<file path="src/rtl/tc_force_seq.sv">
`timescale 1ns/1ps
`default_nettype none
// ============================================================================
// tc_force_seq : queued force/probe sequencer (FIFO -> force -> capture -> gap)
// Rev 1.0
// ============================================================================
module tc_force_seq #(
  parameter int W     = 8,
  parameter int DEPTH = 4
) (
  input  logic         clk,
  input  logic         rst,
  input  logic         cmd_valid,
  output logic         cmd_ready,
  input  logic [W-1:0] cmd_val,
  input  logic [15:0]  cmd_hold,
  input  logic [7:0]   cmd_gap,
  output logic         force_en,
  output logic [W-1:0] force_val,
  input  logic [W-1:0] probe_in,
  output logic         rsp_valid,
  input  logic         rsp_ready,
  output logic [W-1:0] rsp_data,
  output logic         busy
);

  localparam int ADDR_W = $clog2(DEPTH);
  localparam int CNT_W  = $clog2(DEPTH + 1);
  localparam logic [CNT_W-1:0] FULL_CNT = CNT_W'(DEPTH);

  typedef enum logic [1:0] {
    S_IDLE    = 2'd0,
    S_FORCE   = 2'd1,
    S_CAPTURE = 2'd2,
    S_GAP     = 2'd3
  } state_t;

  state_t state_q, state_d;

  logic [W-1:0]      mem_val_q  [DEPTH];
  logic [15:0]       mem_hold_q [DEPTH];
  logic [7:0]        mem_gap_q  [DEPTH];
  logic [ADDR_W-1:0] wr_ptr_q, wr_ptr_d, rd_ptr_q, rd_ptr_d;
  logic [CNT_W-1:0]  count_q, count_d;

  logic [15:0]  hold_q, hold_d;
  logic [7:0]   gap_q, gap_d;
  logic [W-1:0] val_q, val_d;
  logic [W-1:0] cap_q, cap_d;
  logic [W-1:0] rsp_data_q, rsp_data_d;
  logic         rsp_valid_q, rsp_valid_d;

  logic push, pop, empty, full, slot_free;

  assign empty     = (count_q == '0);
  assign full      = (count_q == FULL_CNT);
  assign cmd_ready = !rst && !full;
  assign push      = cmd_valid && cmd_ready;
  assign slot_free = !rsp_valid_q || rsp_ready;

  assign wr_ptr_d = push ? wr_ptr_q + ADDR_W'(1) : wr_ptr_q;
  assign rd_ptr_d = pop  ? rd_ptr_q + ADDR_W'(1) : rd_ptr_q;
  assign count_d  = count_q + CNT_W'(push) - CNT_W'(pop);

  assign busy      = (state_q != S_IDLE) || !empty;
  assign rsp_valid = rsp_valid_q;
  assign rsp_data  = rsp_data_q;

  always_comb begin
    state_d     = state_q;
    hold_d      = hold_q;
    gap_d       = gap_q;
    val_d       = val_q;
    cap_d       = cap_q;
    rsp_data_d  = rsp_data_q;
    rsp_valid_d = rsp_valid_q && !rsp_ready;
    pop         = 1'b0;
    force_en    = 1'b0;
    force_val   = '0;
    case (state_q)
      S_IDLE: begin
        if (!empty) begin
          pop     = 1'b1;
          hold_d  = (mem_hold_q[rd_ptr_q] == 16'd0) ? 16'd1 : mem_hold_q[rd_ptr_q];
          val_d   = mem_val_q[rd_ptr_q];
          gap_d   = mem_gap_q[rd_ptr_q];
          state_d = S_FORCE;
        end
      end
      S_FORCE: begin
        force_en  = 1'b1;
        force_val = val_q;
        // Probe is sampled at the edge closing the last forced cycle
        if (hold_q == 16'd1) begin
          cap_d   = probe_in;
          state_d = S_CAPTURE;
        end else begin
          hold_d = hold_q - 16'd1;
        end
      end
      S_CAPTURE: begin
        if (slot_free) begin
          rsp_data_d  = cap_q;
          rsp_valid_d = 1'b1;
          state_d     = (gap_q != 8'd0) ? S_GAP : S_IDLE;
        end
      end
      S_GAP: begin
        gap_d = gap_q - 8'd1;
        if (gap_q <= 8'd1) begin
          state_d = S_IDLE;
        end
      end
      default: state_d = S_IDLE;
    endcase
  end

  always_ff @(posedge clk) begin
    if (rst) begin
      state_q     <= S_IDLE;
      wr_ptr_q    <= '0;
      rd_ptr_q    <= '0;
      count_q     <= '0;
      hold_q      <= '0;
      gap_q       <= '0;
      val_q       <= '0;
      cap_q       <= '0;
      rsp_data_q  <= '0;
      rsp_valid_q <= 1'b0;
    end else begin
      state_q     <= state_d;
      wr_ptr_q    <= wr_ptr_d;
      rd_ptr_q    <= rd_ptr_d;
      count_q     <= count_d;
      hold_q      <= hold_d;
      gap_q       <= gap_d;
      val_q       <= val_d;
      cap_q       <= cap_d;
      rsp_data_q  <= rsp_data_d;
      rsp_valid_q <= rsp_valid_d;
    end
  end

  // Storage needs no reset: a flush only rewinds the pointers and count
  always_ff @(posedge clk) begin
    if (push) begin
      mem_val_q[wr_ptr_q]  <= cmd_val;
      mem_hold_q[wr_ptr_q] <= cmd_hold;
      mem_gap_q[wr_ptr_q]  <= cmd_gap;
    end
  end

endmodule
`default_nettype wire

</file>
<file path="config.mk">
export PLATFORM = sky130hd
export DESIGN_NAME = tc_force_seq
export DESIGN_NICKNAME = d
export VERILOG_FILES = /design/src/rtl/tc_force_seq.sv
export SDC_FILE = /design/constraint.sdc
export NUM_CORES = 1
export LEC_CHECK = 0
export CORE_MARGIN = 8
export CORE_UTILIZATION = 50
export CTS_CLUSTER_DIAMETER = 50
export DETAILED_ROUTE_END_ITERATION = 10
export MAX_ROUTING_LAYER = met4
export PLACE_DENSITY = 0.74
export SYNTH_ARGS = -nofsm -noshare
export SYNTH_HDL_FRONTEND = slang
export SYNTH_SLANG_ARGS = --single-unit
</file>
<file path="constraint.sdc">
create_clock -name clk -period 6.3 [get_ports clk]
set_clock_uncertainty 0.15 [all_clocks]
set_input_delay 1.26 -clock clk [delete_from_list [all_inputs] [get_ports clk]]
set_output_delay 1.26 -clock clk [all_outputs]
set_load 0.01 [all_outputs]
</file>
* After elaboration in Yosys (flattened, before gate mapping)
Memories as Yosys holds them, arrays and structs flattened. A register that Yosys moved wholly into a read port is not among the register bits.
Cells that the tools add are included.
** Storage, ports and cells
- Flip-flop bits (word level) :: 50
- Memory bits (writable) :: 128
- Input port bits :: 44
- Output and inout bits :: 20
- Logic and storage cells :: 77
- Memories kept :: 3
** Cells by class
- Add/subtract/negate cells :: 6
- Magnitude comparators :: 1
- Equal/unequal tests :: 10
- Mux-type cells :: 24
- Bitwise gates (word level) :: 1
- Reduce and logical (&&, ||, !) cells :: 23
** Memories
- mem_hold_q :: words 4, bits a word 16, read ports 1, clocked after memory_dff 1, wr ports 1, RTL line 41 : logic [15:0] mem_hold_q [DEPTH];
- mem_gap_q :: words 4, bits a word 8, read ports 1, clocked after memory_dff 1, wr ports 1, RTL line 42 : logic [7:0] mem_gap_q [DEPTH];
- mem_val_q :: words 4, bits a word 8, read ports 1, clocked after memory_dff 1, wr ports 1, RTL line 40 : logic [W-1:0] mem_val_q [DEPTH];
** Operator list (number)
- 16-bit 2-to-1 mux :: 3
- 16-bit case mux with 2 select lines :: 1
- 2-bit 2-to-1 mux :: 9
- 16-bit by 1-bit equality test with 1-bit output, second input constant :: 1
- 16-bit zero test :: 1
- 8-bit 2-to-1 mux :: 2
- 8-bit case mux with 2 select lines :: 1
- 16-bit by 1-bit subtractor with 16-bit output, second input constant :: 1
- 2-bit inequality test, second input constant :: 5
- 8-bit by 1-bit less-or-equal comparator with 1-bit output, second input constant :: 1
- 2-bit case mux with 4 select lines :: 1
- 2-bit AND reduction :: 4
- 8-bit nonzero test :: 1
- 8-bit by 1-bit subtractor with 8-bit output, second input constant :: 1
- 1-bit 2-to-1 mux :: 7
- 2-bit nonzero test :: 3
- 1-bit zero test :: 5
- 2-bit by 1-bit adder with 2-bit output, second input constant :: 2
- 2-bit equality test, second input constant :: 2
- 4-bit AND reduction :: 1
- 3-bit by 1-bit adder with 3-bit output :: 1
- 3-bit equality test, second input constant :: 1
- 1-bit logical AND :: 3
- 3-bit zero test :: 1
- other kinds (6) :: 7

* Longest topological paths before layout
Gate-level depths: netlist of the first run.
- Depth in word-level cells :: 6
- Gate-level depth with buffers :: 11
- Gate-level depth less buffers :: 10

* Worst setup path after synthesis of the first run
OpenSTA, ideal clock, no wires.
- Kind :: in2reg
- Start :: input rst
- End :: register count_q[2]
- Data arrival time :: 2.913 ns
- Data required time :: 6.022 ns
- Path slack :: 3.109 ns
- Stages on the path :: 9
- Cell sequence :: a21oi_1 -> and2_1 -> inv_1 -> ha_1 -> inv_1 -> ha_1 -> fa_1 -> xnor2_1 -> nor2_1
** On the way
- Cells in the longest elaborated chain, start to end :: 5
** RTL lines
- start: declaration :: RTL line 12 : input logic rst,
- 1-bit zero test :: RTL line 57 : assign cmd_ready = !rst && !full;
- 1-bit logical AND :: RTL line 57
- 1-bit logical AND :: RTL line 58 : assign push = cmd_valid && cmd_ready;
- 3-bit by 1-bit adder with 3-bit output :: RTL line 63 : assign count_d = count_q + CNT_W'(push) - CNT_W'(pop);
- 3-bit by 1-bit subtractor with 3-bit output :: RTL line 63
- end signal: assignment :: RTL line 134 : count_q <= count_d;
- end: declaration :: RTL line 44 : logic [CNT_W-1:0] count_q, count_d;
Parallel ways exist; a longest one is shown, timed or not.
A chain may end at the register's enable or synchronous reset.

* Worst setup path after layout of the first run
- Start :: register state_q[0]
- End :: output force_val[4]
** On the way
- Cells in the longest elaborated chain, start to end :: 2
** RTL lines
- start: declaration :: RTL line 38 : state_t state_q, state_d;
- start signal: assignment :: RTL line 131 : state_q <= state_d;
- 2-bit by 1-bit equality test with 1-bit output :: RTL line 80 : case (state_q)
- 8-bit 2-to-1 mux :: RTL line 80
- end: declaration :: RTL line 19 : output logic [W-1:0] force_val,
Every way passes these cells.

==> results of run 1 <==
[placed cells by master (no fill, tap or decap), types with 15 or more instances in the layout]
cell,n
clkdlybuf4s50_1,62
nand2_1,39
edfxtp_1,128
clkbuf_16,17
mux4_2,19
dfxtp_1,60
mux2i_1,16
o21ai_0,15
nor2_1,51
a21oi_1,30
[flip-flops by register name, summed over array words and instances, names as in the netlist, named ones only]
name and cells:
rsp_valid 1, mem_hold_q 64, val_q 8, mem_val_q 32, rd_ptr_q 2, mem_gap_q 32
count_q 3, gap_q 8, state_q 2, hold_q 16, rsp_data 8, cap_q 8
wr_ptr_q 2
[per-stage QoR]
stage	utilization [%]	instances
floorplan	-	529
global placement	55.85	761
global route	59.70	793
finish	59.70	793
CTS	59.70	793
detailed placement	55.85	761
[synthesized netlist by cell type, types with 2 or more instances]
master	instances
o211ai_1	3
nand2b_1	4
nand2_1	39
a21oi_1	30
buf_2	2
nand3_1	3
mux4_2	19
xnor2_1	7
inv_1	13
nor3b_1	2
ha_1	11
o2bb2ai_1	5
nor4_1	8
and2_1	10
xor2_1	2
a221oi_1	2
nor2_1	51
and3_1	7
edfxtp_1	128
nor2b_1	4
mux4_1	13
a22oi_1	2
buf_1	2
a31oi_1	3
dfxtp_1	60
a2111oi_0	2
or2_2	2
clkbuf_1	16
o21ai_0	15
o22ai_1	4
a211oi_1	3
mux2i_1	16
nor3_1	12
buf_6	3
[final cells by class]
cell class / instances / area, um2
clock buffer: 17 / 425.4
clock inverter: 15 / 156.4
fill: 1158 / 6081
inverter: 13 / 48.80
multi-input combinational: 302 / 2420
sequential: 188 / 5045
tap: 188 / 235.2
timing repair buffer: 70 / 678.2
[cell families after synthesis]
| kind of cell | Yosys count |
|---|---|
| and+or+nand+nor | 151 |
| DFF | 188 |
| buffers and inverters | 39 |
| adders and majority gates | 12 |
| xor gates and xnor gates | 9 |
| AOI/OAI and AO/OA | 81 |
| muxes | 49 |
[worst max-delay path: cells and delay by family, from the launching register on]
kind | cells | cell delay, ns
simple gates | 2 | 0.53
flops | 1 | 0.45
buf+inv | 2 | 1.16
[path summary, 6_finish.rpt]
kind	from	to	slack [ns]	cells past startpoint
setup reg to reg	count_q[1]	count_q[2]	2.75	9
setup / recovery	state_q[0]	force_val[4]	2.34	4
hold reg to reg	val_q[1]	val_q[1]	0.31	2
hold / removal	val_q[1]	val_q[1]	0.31	2
[power by group]
part	switching (uW)	internal [uW]	total [uW]
sequential	138	1460	1600
clock	474	557	1030
combinational	538	425	963
[metal layers]
layer | vias up | global-route usage, % | share of wire (%)
met5 | - | - | 0
met4 | 0 | 7.771 | 2.1
met3 | 23 | 2.941 | 3.4
met2 | 103 | 25.66 | 49
met1 | 2268 | 20.22 | 46
li1 | 2144 | - | -
==> out/metrics.yaml, run 1 <==
hold_path:
  hold_class: "register to register"
timing:
  setup_viol: 0
  fin_crit_sh_pct: 62.91
  slew_viol_final: 0
  post-route-min-period_ns: 3.963
  hold_viol: 0
  worst_pin_slew_ns: 1.007
  slew_headroom_pct: 32.74
  fin_tns_setup_ns: 0
  fmax_ghz: 0.2523
  fin_ws_ns: 2.337
  rsz0062_at_grt: "false"
  hold_ws_ns: 0.3069
worst_setup_path:
  endpoint_kind: "output port"
  arrival_ns: 2.55
  critPathKind: "register to output port"
  worstPathMaxFanout: 22
  crit_required_ns: 4.89
  crit_chain: "nand2b_1 > inv_1 > and2_1 > clkdlybuf4s50_1"
  start_kind: "register"
  cpMaxStageDelayCell: "inv_1"
  critPathMaxStageDelay_ns: 0.60
clock_network:
  clkSinkCount: 188
  cts_made_buffers: 17
  cts_tree: "yes"
  cts-resized-gates: 0
  root_buffer: "clkbuf_16"
  clk_pin_slew_ns: 0.07
  htreeDepth: 4
  clockBufferDepth: 2
  cts_hold_buf: 0
  worstSkewPairLatency_ns: 0.43
  postCtsSetupRepairBufs: 0
logic_synthesis:
  ys_types: 60
  synth_top_family_by_area: "multiplexers"
  synth_top_area_share_pct: 50.20
  synth_fa_ha_area_share_pct: 2.059
  yosysTopAreaCell: "edfxtp_1"
  synth_area_per_cell_um2: 14.48
  synth_edf_count: 128
  yosys_most_used_dff: "edfxtp_1"
  synth_mux_area_share_pct: 12.29
  ys_top_cells_by_area: "edfxtp_1, dfxtp_1, mux4_2, mux4_1, nor2_1"
  ys_seq_elements: 188
  synth_area_um2: 7657
  synth_compound_area_share_pct: 6.765
  synth_xor_area_share_pct: 1.029
  syn_inst: 529
  ys_seq_area_share_pct: 65.88
  async_flop_share_pct: 0
  synth_warnings: 0
  yosys.area_share.simple_pct: 9.461
  syn-num-nets: 585
routing:
  drtIter0Drc: 303
  postRouteWirelength_um: 14990
  vias: 4538
  wl_per_cell_um: 18.90
  via_per_inst: 5.723
  drc: 0
  drtPass1Iterations: 7
  drtAntennaViolNets: 0
placed_design:
  hpwlAfterDp_um: 9622
  pre_cts_ws_ns: 2.553
  gp_congestion: 0.8429
  io_buffers: 63
  place_area_um2: 8427
finish:
  finish.instance_area_um2: 9009
  drive_gt1_share_pct: 11.57
  nets: 648
  antennaDiodeCount: 0
  area_delta_synth_final_pct: 17.65
flow_run:
  cap_violations: 0
die:
  fp.dieH_um: 139.8
  dieArea_um2: 19530
  rows: 45
  dieWidth_um: 139.8
  core_area_um2: 15090
  boundaryPins: 64
  start_util_pct: 50.75
grt:
  grt_start_max_net_pins: 61
  grt_pass1_vias: 4646
  grt_pass1_wl_um: 24130
  grt_antenna_before_repair: 0
  grtUsageTotal_pct: 16.33
  grt_overflow: 0
power_and_ir_drop:
  power_uw: 3595
  power-per-cell-area_nw_per_um2: 399.0
  peakVddDrop_mv: 0.2266
  p_leak_uw: 0.003067
run_status:
  outcome: "complete, no violations"
No activity file was read; power rests on OpenSTA's default activity.
==> inputs of run 2 (changes only) <==
- PLACE_DENSITY: 0.74 -> 0.77
- clock period: 6.3 -> 3.2 ns (I/O delays scaled with it)
==> run 2 against run 1 <==
Non-clock buffer count increased by 5. Worst setup slack lost 2.1 ns. Largest cell class unchanged. Combinational power rose by 110%. Core utilization grew 0.12 points. Largest power group unchanged.
==> out/metrics.yaml, run 2 (same netlist as run 1, synthesis figures left out) <==
flow_run:
  cap_violations: 0
power_and_ir_drop:
  p_sw_uw: 2217
  comb_power_share_pct: 28.2
  p_leak_uw: 0.003086
  clkPwrFrac_pct: 27.3
  power-per-cell-area_nw_per_um2: 781.4
  seqPwrFrac_pct: 44.5
  peakVddDrop_mv: 0.4496
  internal_power_uw: 4837
  switching_share_pct: 31.43
finish:
  nets: 653
  fillers: 1121
  multi_input_area_um2: 2422
  finish.utilization_pct: 59.83
  antennaDiodeCount: 0
  final_common_cell: "edfxtp_1"
  layout_common_cells: "edfxtp_1, clkdlybuf4s50_1, dfxtp_1"
  regMostFlops: "mem_hold_q"
  drive_gt1_share_pct: 11.64
  area_delta_synth_final_pct: 17.89
  largest_reg_flops: 64
  seq_area_um2: 5045
  reg_top3: "mem_hold_q: 64 flops, mem_gap_q: 32 flops, mem_val_q: 32 flops"
  layout.cells.non_filler: 798
worst_setup_path:
  worstPathMaxFanout: 11
  arrival_ns: 2.17
  crit_required_ns: 2.41
  endpoint_kind: "output port"
  worstRegToRegCells: 7
  critPathKind: "register to output port"
  start_kind: "register"
grt:
  grt_start_max_net_pins: 61
  grtUsageTotal_pct: 16.80
  grt_overflow: 0
  grt_antenna_before_repair: 0
  grt_pass1_vias: 4704
  grt_pass1_wl_um: 24800
die:
  fp.dieH_um: 139.8
  start_util_pct: 50.75
  dieArea_um2: 19530
  core_area_um2: 15090
  dieWidth_um: 139.8
  rows: 45
  boundaryPins: 64
timing:
  slew_headroom_pct: 48.44
  fin_crit_sh_pct: 92.39
  post-route-min-period_ns: 2.957
  rsz0062_at_grt: "false"
  worst_pin_slew_ns: 0.7675
  slew_viol_final: 0
  fin_tns_setup_ns: 0
  hold_ws_ns: 0.3030
  setup_viol: 0
  fmax_ghz: 0.3382
  hold_viol: 0
clock_network:
  cts_made_buffers: 17
  root_buffer: "clkbuf_16"
  clk_pin_slew_ns: 0.07
  cts_hold_buf: 0
  clkSinkCount: 188
  cts_tree: "yes"
  htreeDepth: 4
  clockBufferDepth: 2
  worstSkewPairLatency_ns: 0.42
routing:
  drtIter0Drc: 320
  postRouteWirelength_um: 15580
  via_per_inst: 5.741
  vias: 4581
  drtPass1Iterations: 5
  drtAntennaViolNets: 0
  drc: 0
  wl_per_cell_um: 19.53
run_status:
  outcome: "complete, no violations"
placed_design:
  gp_congestion: 0.8570
  hpwlAfterDp_um: 9892
  io_buffers: 63
  dp.cells: 766
hold_path:
  hold_class: "register to register"
  min_path_cells: 2
run 2: cell types whose count changed in the layout (fill, tap and decap cells not counted), sizes merged:
cell,delta
inv,-3
buf,+5
clkinvlp,-2
clkbuf,+6
bufinv,-1
run 2: timing repair:
action | in CTS | in global routing
setup endpoints to repair | 0 | 7
gates resized for setup | 0 | 1
setup buffers | 0 | 0
run 2: critical path, cell delays in order (launching register included):
cell and delay [ns]:
dfxtp_1 0.47, nand2b_2 0.22, inv_1 0.32, and2_1 0.19, clkdlybuf4s50_1 0.55
run 2: path summary, 6_finish.rpt:
| kind | startpoint | end | slack (ns) |
|---|---|---|---|
| setup / recovery | state_q[0] | force_val[2] | 0.24 |
| hold / removal | val_q[2] | val_q[2] | 0.30 |
| setup reg to reg | register | hold_q[2] | 0.51 |
| hold reg to reg | val_q[2] | val_q[2] | 0.30 |
run 2: area by class of cell:
cell class | instances | area share [%]
Clock inverter | 9 | 0.6514
Timing Repair Buffer | 75 | 8.067
Tap cell | 188 | 2.606
Multi-Input combinational cell | 302 | 26.83
Clock buffer | 23 | 5.419
Inverter | 13 | 0.5405
Sequential cell | 188 | 55.88
run 2: metrics by stage:
step,setup WS [ns],cell area [um2],total power (uW)
after floorplan,0.5503,7657,4576
after global placement,0.4414,8477,5087
after detailed placement,0.3573,8477,5141
after CTS,0.1008,9025,7082
after global routing,0.1530,9027,7394
final,0.2435,9027,7054
run 2: power by group through the flow:
stage / sequential (uW) / clock, uW / combinational [uW]
after floorplan: 3070 / 0 / 1500
final: 3140 / 1930 / 1990
after global routing: 3170 / 2050 / 2170
after detailed placement: 3180 / 0 / 1960
after global placement: 3160 / 0 / 1930
after CTS: 3130 / 1960 / 1990
run 2: layer usage:
layer / vias to the layer above / routed length [um] / part of all wire, % / track usage (%)
li1: 2154 / - / - / -
met1: 2253 / 6642 / 43 / 19.01
met2: 144 / 7894 / 51 / 28.33
met3: 30 / 625 / 4.0 / 3.181
met4: 0 / 420 / 2.7 / 8.114
met5: - / 0 / 0 / -
==> inputs of run 3 (changes only) <==
- CTS_CLUSTER_DIAMETER: 50 -> 120
==> results of run 3 <==
The final DEF is identical to that of run 2; final timing and power are the same.
